==> config.mk <==
export PLATFORM = sky130hd
export DESIGN_NAME = lfsr_seq_ctrl
export DESIGN_NICKNAME = d
export VERILOG_FILES = /design/src/rtl/lfsr_pkg.sv /design/src/rtl/lfsr_step.sv /design/src/rtl/lfsr_seq_ctrl.sv
export SDC_FILE = /design/constraint.sdc
export NUM_CORES = 1
export LEC_CHECK = 0
export BUFFER_PORTS_ARGS = -buffer_cell sky130_fd_sc_hd__clkbuf_2
export CAP_MARGIN = 20
export CORE_MARGIN = 3
export CORE_UTILIZATION = 35
export CTS_CLUSTER_DIAMETER = 100
export DETAILED_ROUTE_END_ITERATION = 8
export GPL_ROUTABILITY_DRIVEN = 0
export PLACE_DENSITY = 0.51
export SYNTH_ARGS = -nofsm -noshare
export SYNTH_HDL_FRONTEND = slang
export SYNTH_SLANG_ARGS = --single-unit
==> constraint.sdc <==
create_clock -name CLK -period 3.05 [get_ports CLK]
set_input_delay 0.305 -clock CLK [delete_from_list [all_inputs] [get_ports CLK]]
set_output_delay 0.305 -clock CLK [all_outputs]
set_load 0.02 [all_outputs]
==> src/rtl/lfsr_pkg.sv <==
// Shared types and defaults for the LFSR sequence controller and its step function.
package lfsr_pkg;

  localparam int          LFSR_W        = 16;
  localparam logic [15:0] LFSR_TAPS_DEF = 16'hB400;
  localparam logic [15:0] LFSR_SEED_DEF = 16'hACE1;

  typedef enum logic [1:0] {
    OP_LOAD    = 2'd0,
    OP_RUN     = 2'd1,
    OP_MEASURE = 2'd2,
    OP_RSVD    = 2'd3
  } op_e;

  typedef enum logic [1:0] {
    S_IDLE = 2'd0,
    S_RUN  = 2'd1,
    S_MEAS = 2'd2
  } state_e;

endpackage

==> src/rtl/lfsr_step.sv <==
// One step of a right-shifting Galois LFSR: shift down, fold TAPS in when the lsb falls out.
module lfsr_step
  import lfsr_pkg::*;
#(
  parameter int               WIDTH = LFSR_W,
  parameter logic [WIDTH-1:0] TAPS  = LFSR_TAPS_DEF
) (
  input  logic [WIDTH-1:0] cur,
  output logic [WIDTH-1:0] nxt
);

  assign nxt = cur[0] ? ((cur >> 1) ^ TAPS) : (cur >> 1);

endmodule

==> src/rtl/lfsr_seq_ctrl.sv <==
// Command-driven controller around a Galois LFSR: seed load, word streaming, period measurement.
//
// state  | meaning
// S_IDLE | waiting for a command; LOAD/reserved/zero-count RUN complete here
// S_RUN  | streaming lfsr words over out_valid/out_ready until count expires
// S_MEAS | stepping once per cycle until the sequence returns to s0
module lfsr_seq_ctrl
  import lfsr_pkg::*;
#(
  parameter int               WIDTH = LFSR_W,
  parameter logic [WIDTH-1:0] TAPS  = LFSR_TAPS_DEF,
  parameter logic [WIDTH-1:0] SEED  = LFSR_SEED_DEF
) (
  input  logic             CLK,
  input  logic             n_RESET,
  input  logic             cmd_valid,
  output logic             cmd_ready,
  input  logic [1:0]       cmd_op,
  input  logic [WIDTH-1:0] cmd_arg,
  input  logic             abort,
  output logic             out_valid,
  input  logic             out_ready,
  output logic [WIDTH-1:0] out_data,
  output logic             busy,
  output logic             done,
  output logic             err,
  output logic [WIDTH-1:0] period
);

  localparam logic [WIDTH:0] MEAS_LIMIT = (WIDTH+1)'(1) << WIDTH;

  state_e           state_q, state_d;
  logic [WIDTH-1:0] lfsr_q, lfsr_d, lfsr_nxt;
  logic [WIDTH-1:0] count_q, count_d;
  logic [WIDTH-1:0] s0_q, s0_d;
  logic [WIDTH:0]   meas_q, meas_d;
  logic [WIDTH-1:0] period_q, period_d;
  logic             err_q, err_d;
  logic             done_q, done_d;

  lfsr_step #(.WIDTH(WIDTH), .TAPS(TAPS)) u_step (
    .cur (lfsr_q),
    .nxt (lfsr_nxt)
  );

  always_ff @(posedge CLK or negedge n_RESET) begin
    if (!n_RESET) begin
      state_q  <= S_IDLE;
      lfsr_q   <= SEED;
      count_q  <= '0;
      s0_q     <= '0;
      meas_q   <= '0;
      period_q <= '0;
      err_q    <= 1'b0;
      done_q   <= 1'b0;
    end else begin
      state_q  <= state_d;
      lfsr_q   <= lfsr_d;
      count_q  <= count_d;
      s0_q     <= s0_d;
      meas_q   <= meas_d;
      period_q <= period_d;
      err_q    <= err_d;
      done_q   <= done_d;
    end
  end

  always_comb begin
    state_d  = state_q;
    lfsr_d   = lfsr_q;
    count_d  = count_q;
    s0_d     = s0_q;
    meas_d   = meas_q;
    period_d = period_q;
    err_d    = err_q;
    done_d   = 1'b0;

    unique case (state_q)
      S_IDLE: begin
        if (cmd_valid) begin
          err_d = 1'b0;
          case (op_e'(cmd_op))
            OP_LOAD: begin
              done_d = 1'b1;
              // all-zero is the lockup state of the register, so refuse it
              if (cmd_arg != '0) lfsr_d = cmd_arg;
              else               err_d  = 1'b1;
            end
            OP_RUN: begin
              count_d = cmd_arg;
              if (cmd_arg == '0) done_d  = 1'b1;
              else               state_d = S_RUN;
            end
            OP_MEASURE: begin
              s0_d    = lfsr_q;
              meas_d  = '0;
              state_d = S_MEAS;
            end
            default: begin
              err_d  = 1'b1;
              done_d = 1'b1;
            end
          endcase
        end
      end
      S_RUN: begin
        if (abort) begin
          state_d = S_IDLE;
        end else if (out_ready) begin
          lfsr_d  = lfsr_nxt;
          count_d = count_q - WIDTH'(1);
          if (count_q == WIDTH'(1)) begin
            state_d = S_IDLE;
            done_d  = 1'b1;
          end
        end
      end
      S_MEAS: begin
        if (abort) begin
          lfsr_d  = s0_q;
          state_d = S_IDLE;
        end else if (lfsr_nxt == s0_q) begin
          period_d = meas_q[WIDTH-1:0] + WIDTH'(1);
          lfsr_d   = s0_q;
          done_d   = 1'b1;
          state_d  = S_IDLE;
        end else if (meas_q == MEAS_LIMIT) begin
          err_d    = 1'b1;
          period_d = '0;
          lfsr_d   = s0_q;
          done_d   = 1'b1;
          state_d  = S_IDLE;
        end else begin
          lfsr_d = lfsr_nxt;
          meas_d = meas_q + (WIDTH+1)'(1);
        end
      end
      default: state_d = S_IDLE;
    endcase
  end

  assign cmd_ready = (state_q == S_IDLE);
  assign out_valid = (state_q == S_RUN);
  assign out_data  = lfsr_q;
  assign busy      = (state_q != S_IDLE);
  assign done      = done_q;
  assign err       = err_q;
  assign period    = period_q;

endmodule

==> impl_metrics.tcl, run 1 <==
set metrics [dict create \
    status "complete, no violations" \
    synth.top_cell.area_share_pct 34.6 \
    finalMaxSlewViolations 0 \
    dieArea_sq_um 17500 \
    critPathKind "reg2reg" \
    syn_nets 651 \
    setup_viol 0 \
    async_flop_share_pct 100 \
    synthMuxAreaShare_pct 3.82 \
    synthAdderAreaFrac_pct 2.47 \
    drive_above_1_share_pct 20.4 \
    yosys-top-cells-area "dfrtp_1 (35%), nand2_1 (5.5%), a211oi_1 (3.8%)" \
    critPathCapture "out_data[14]$_DFFE_PN0P_" \
    yosysMostFrequentCell "nand2_1" \
    slew_headroom_pct 38.9 \
    hold_path.class "in2reg" \
    avgRoutedWirePerCell_um 19.0 \
    required_ns 3.34 \
    grt_pass1_wl_um 27300 \
    port-buffer-count 59 \
    syn-cell-area_sq_um 5570 \
    synth_cell_types 76 \
    chipWidth_um 132 \
    finalWirelength_um 16600 \
    synth.largest_area_cell "dfrtp_1" \
    p_comb_share_pct 50.2 \
    ant_nets 0 \
    switching_share_pct 47.5 \
    final_cells 878 \
    drt_pre_antenna_iters 5 \
    syn_to_final_growth_pct 14.1 \
    place_ws_ns 0.449 \
    fmax_ghz 0.377 \
    peakVddDrop_v 0.000512 \
    ios 60 \
    drt-initial-drc-count 390 \
    layout_min_cycle_time_ns 2.65 \
    finalHoldViolCount 0 \
    postCtsResizedCells 0 \
    grt.total_usage_pct 19.2 \
    crit_path_start_kind "flop" \
    cts_setup_buffers 0 \
    pwr-share-seq_pct 31.1 \
    power.switching_mw 2.97 \
    dp.cells 861 \
    finalCritPeriodShare_pct 86.9 \
    worstPathMaxFanout 31 \
    die_h_um 132 \
    cts_hold_buf 1 \
    totalPowerFinal_mw 6.25 \
    clk_latency_ns 0.36 \
    reg2reg_from "state_q[1]$_DFFE_PN0P_" \
    setup_slack_ns 0.398 \
    r2r_end "out_data[14]$_DFFE_PN0P_" \
    r2r_slack_ns 0.40 \
    nets 696 \
    grt_overflow 0 \
    pwr-share-clk_pct 18.7 \
    drc 0 \
    syn_inst 617 \
    ys_warn_count 0 \
    crit_start "state_q[1]$_DFFE_PN0P_" \
    p_int_mw 3.28 \
    core_sq_um 15400 \
    antenna_found_initial 0 \
    synthXorXnorAreaFrac_pct 4.85 \
    clock-skew-final_ns 0.0110 \
    n_antenna_cell 0 \
    synth_compound_area_share_pct 26.8 \
    hold_depth 3 \
    vias 4998 \
    maxCapViolCount 0 \
    holdWs_ns 0.221 \
    synth_top_family_by_area "compound AO/OA/AOI/OAI gates" \
    r2r_cells 8 \
    initial_utilization_pct 36.3 \
    power_density_nw_per_um2 982 \
    synth_edf_count 0 \
    grt_max_degree 47 \
    htree_levels 3 \
    power.leakage_nw 2.63 \
    synth_area_per_cell_sq_um 9.03 \
    arrival_ns 2.94 \
    rsz0062_at_grt "no" \
    grt_pass1_vias 4925 \
    cts_buffer_depth 2 \
    path_clk_slew_ns 0.07 \
    yosysSeqAreaShare_pct 38.3 \
    placement_rows 45 \
    worst_pin_slew_ns 0.916 \
    synthTopCellsByCount "nand2_1 (81), dfrtp_1 (77), o21ai_0 (39)" \
    synthFlopType "dfrtp_1" \
    cts-buffers-inserted 9 \
    viasPerCell 5.69 \
    root_buffer "clkbuf_16" \
    final.setup.tns_ns 0 \
    dp_hpwl_um 11700 \
    synth_simple_gate_area_share_pct 17.7 \
    cts_sinks 85 \
    end_kind "flop" \
    synth_seq_cells 85 \
    cts_tree "done" \
]
[sequential cells by signal, summed over array words and instances, names as in the netlist]
| signal | cells |
|---|---|
| state_q | 2 |
| done | 1 |
| out_data | 16 |
| period | 16 |
| meas_q | 17 |
| count_q | 16 |
| err | 1 |
| s0_q | 16 |
[cells in the final DEF (no fill, tap or decap), types with 5 or more instances in the layout]
master | Yosys | layout
nand2_1 | 81 | 81
dfrtp_1 | 77 | 77
clkbuf_2 | 0 | 58
o21ai_0 | 39 | 39
inv_1 | 28 | 28
a211oi_1 | 28 | 28
nor2_1 | 25 | 25
xor2_1 | 23 | 23
mux2i_1 | 19 | 19
o2bb2ai_1 | 17 | 17
nand3_1 | 16 | 16
a31oi_1 | 16 | 16
a21oi_1 | 15 | 15
buf_4 | 2 | 15
or2_2 | 14 | 14
nor4_1 | 11 | 11
o31ai_1 | 11 | 11
o22ai_1 | 11 | 11
a2111oi_0 | 11 | 11
ha_1 | 11 | 11
o211ai_1 | 10 | 10
clkbuf_16 | 0 | 9
dfstp_2 | 8 | 8
o311ai_1 | 7 | 7
xnor2_1 | 6 | 6
nor3_1 | 6 | 6
nand2b_1 | 5 | 5
nand4_1 | 5 | 5
or3_1 | 5 | 5
a22oi_1 | 5 | 5
[per-stage QoR]
stage	instance area [sq um]	utilization (%)
floorplan	5570	-
global placement	6040	39.3
detailed placement	6040	39.3
CTS	6360	41.4
global route	6360	41.4
finish	6360	41.4
[kinds of logic after synthesis]
group | after synthesis
AOI/OAI and AO/OA | 206
and+or+nand+nor | 193
DFF | 85
buffers and inverters | 71
xor gates and xnor gates | 30
muxes | 21
adders and majority gates | 11
[final cells by class]
class / instances / area [sq um]
clock buffer: 10 / 239
clock inverter: 6 / 71.3
fill: 1519 / 9010
inverter: 30 / 113
multi-input combinational: 461 / 3100
sequential: 85 / 2140
tap: 211 / 264
timing repair buffer: 75 / 433
[worst min path at each step]
stage	start	endpoint
detailed placement	n_RESET	meas_q[10]$_DFFE_PN0P_
floorplan	n_RESET	count_q[0]$_DFFE_PN0P_
global placement	n_RESET	period[10]$_DFFE_PN0P_
global route	cmd_arg[3]	count_q[3]$_DFFE_PN0P_
finish	cmd_arg[3]	count_q[3]$_DFFE_PN0P_
CTS	cmd_arg[3]	count_q[3]$_DFFE_PN0P_
[routing by layer]
layer	GRT usage, %	routed length, um	vias up	part of all wire, %
li1	-	-	2397	-
met1	27.4	7780	2411	47
met2	30.0	7660	163	46
met3	2.60	810	27	4.9
met4	6.93	397	0	2.4
met5	0	0	-	0
[critical path, stage by stage, from the launching register on]
cell and delay, ns:
dfrtp_1 0.38, inv_1 0.09, ha_1 0.36, a211o_4 0.50
a21o_1 0.18, buf_4 0.23, a2111oi_0 0.57, mux2i_1 0.15
nand2_1 0.10
[power groups by stage]
| stage | combinational, mW | clock, mW | sequential, mW |
|---|---|---|---|
| 4_1_cts | 3.15 | 1.20 | 1.94 |
| 2_1_floorplan | 2.19 | 0 | 1.97 |
| 3_3_place_gp | 3.10 | 0 | 1.94 |
| 3_5_place_dp | 3.13 | 0 | 1.95 |
| 5_1_grt | 3.50 | 1.24 | 2.01 |
| 6_report | 3.14 | 1.17 | 1.94 |
No activity file was read; power rests on OpenSTA's default activity.
==> run 2: changes to the inputs <==
--- a/config.mk
+++ b/config.mk
@@ -8,11 +8,11 @@
 export BUFFER_PORTS_ARGS = -buffer_cell sky130_fd_sc_hd__clkbuf_2
 export CAP_MARGIN = 20
 export CORE_MARGIN = 3
-export CORE_UTILIZATION = 35
+export CORE_UTILIZATION = 60
 export CTS_CLUSTER_DIAMETER = 100
 export DETAILED_ROUTE_END_ITERATION = 8
 export GPL_ROUTABILITY_DRIVEN = 0
-export PLACE_DENSITY = 0.51
+export PLACE_DENSITY = 0.8
 export SYNTH_ARGS = -nofsm -noshare
 export SYNTH_HDL_FRONTEND = slang
 export SYNTH_SLANG_ARGS = --single-unit
==> run 2 against run 1 <==
The run now ends with negative hold slack left. Cell count down 12%. First-iteration DRC count down 4.1%. Clock power down 18%. Critical endpoint is now out_data[1]$_DFFE_PN0P_. Non-clock buffer count down 3. Sequential share of layout area up 1.3 points. Combinational power down 2%. Clock skew up 0.0036 ns. Highest routed layer unchanged. Global-route usage up 9.5 points. Via count up 2.2%.
==> impl_metrics.tcl, run 2 (synthesized netlist as in run 1, its figures left out) <==
set metrics [dict create \
    status "finished, violations left" \
    violations "negative hold slack" \
    chipWidth_um 102 \
    viasPerCell 6.62 \
    worstPathMaxFanout 30 \
    postCtsResizedCells 0 \
    root_buffer "clkbuf_8" \
    clk_latency_ns 0.35 \
    nets 693 \
    n_antenna_cell 0 \
    worst_pin_slew_ns 0.849 \
    final_util_pct 68.9 \
    ios 60 \
    finalMaxSlewViolations 0 \
    cts_hold_buf 0 \
    regMostFlops "meas_q" \
    finalCritPeriodShare_pct 86.4 \
    reg2reg_from "state_q[0]$_DFFE_PN0P_" \
    grt_max_degree 86 \
    hold_path.class "in2async" \
    cts_buffer_depth 2 \
    syn_to_final_growth_pct 9.95 \
    power.leakage_nw 2.58 \
    setup_viol 0 \
    layout_commonest_cell "nand2_1" \
    place_ws_ns 0.501 \
    rsz0062_at_grt "no" \
    mostFrequentLayoutCells "nand2_1 (81), dfrtp_1 (77), clkbuf_2 (58)" \
    power_density_nw_per_um2 976 \
    peakVddDrop_v 0.000605 \
    grt_pass1_wl_um 24000 \
    grt.total_usage_pct 28.7 \
    drc 0 \
    cts-buffers-inserted 9 \
    ant_nets 0 \
    final.setup.tns_ns 0 \
    critPathKind "reg2reg" \
    dp_hpwl_um 10100 \
    nFillCells 694 \
    grt_pass1_vias 4892 \
    finalHoldViolCount 20 \
    end_kind "flop" \
    fmax_ghz 0.380 \
    cts_setup_buffers 0 \
    die_h_um 102 \
    holdWs_ns -0.0255 \
    drive_above_1_share_pct 19.7 \
    htree_levels 3 \
    largest_reg_flops 17 \
    crit_start "state_q[0]$_DFFE_PN0P_" \
    cts_sinks 85 \
    grt_overflow 0 \
    antenna_found_initial 0 \
    avgRoutedWirePerCell_um 19.1 \
    layout_min_cycle_time_ns 2.63 \
    required_ns 3.33 \
    slew_headroom_pct 43.4 \
    clock-skew-final_ns 0.0146 \
    cts_tree "done" \
    totalPowerFinal_mw 5.98 \
    placement_rows 34 \
    maxCapViolCount 0 \
    dieArea_sq_um 10500 \
    drt_pre_antenna_iters 5 \
    path_clk_slew_ns 0.09 \
    drt-initial-drc-count 374 \
    core_sq_um 8890 \
    arrival_ns 2.92 \
    setup_slack_ns 0.416 \
    vias 5109 \
    crit_path_start_kind "flop" \
    port-buffer-count 59 \
    finalWirelength_um 14700 \
    initial_utilization_pct 62.7 \
]
[run 2: changes by cell type in the layout (fill, tap and decap cells not counted), moves of 2 or more]
cell       delta
clkbuf_16     -9
bufinv_16     +2
clkbuf_1      +3
clkbuf_8      +8
clkinv_4      -2
buf_4         -2
[run 2: layout make-up]
| type | count | area [sq um] | area share, % |
|---|---|---|---|
| Multi-Input combinational cell | 461 | 3100 | 50.6 |
| Sequential cell | 85 | 2140 | 34.9 |
| Timing Repair Buffer | 72 | 408 | 6.66 |
| Clock buffer | 12 | 135 | 2.21 |
| Tap cell | 108 | 135 | 2.21 |
| Inverter | 30 | 113 | 1.84 |
| Clock inverter | 4 | 97.6 | 1.59 |
[run 2: metrics by stage]
step	cells	hold WS (ns)	instance area, sq um
6_report	772	-0.0255	6130
5_1_grt	772	0.00814	6130
4_1_cts	772	0.00319	6130
3_5_place_dp	756	0.382	5890
3_3_place_gp	756	0.377	5890
2_1_floorplan	617	0.00941	5570
[run 2: routing by layer]
layer	vias up	GRT usage [%]	wire, um
li1	2390	-	-
met1	2468	37.4	6220
met2	203	49.0	7210
met3	48	3.48	850
met4	0	10.6	439
met5	-	0	0
[run 2: critical path, cell delays in order (launching register included)]
cell	delay (ns)
dfrtp_1	0.38
inv_1	0.08
ha_1	0.27
nor2b_4	0.16
a211o_4	0.41
a21o_1	0.20
buf_4	0.23
a2111oi_0	0.56
mux2i_1	0.17
nand2_1	0.10
[run 2: where the power goes]
part / switching (mW) / leakage (nW) / total (mW) / internal [mW]
clock: 0.408 / 0.111 / 0.954 / 0.546
sequential: 0.410 / 1.09 / 1.93 / 1.52
combinational: 2.02 / 1.39 / 3.09 / 1.07
[run 2: worst paths after layout]
kind	to	slack, ns	depth (start not counted)
max	out_data[1]$_DFFE_PN0P_	0.42	9
min	period[11]$_DFFE_PN0P_	-0.03	2
min in group CLK	count_q[9]$_DFFE_PN0P_	0.24	3
min reg2reg	period[13]$_DFFE_PN0P_	0.49	1
max in group asynchronous	out_data[10]$_DFFE_PN1P_	2.69	2
max reg2reg	out_data[1]$_DFFE_PN0P_	0.42	9
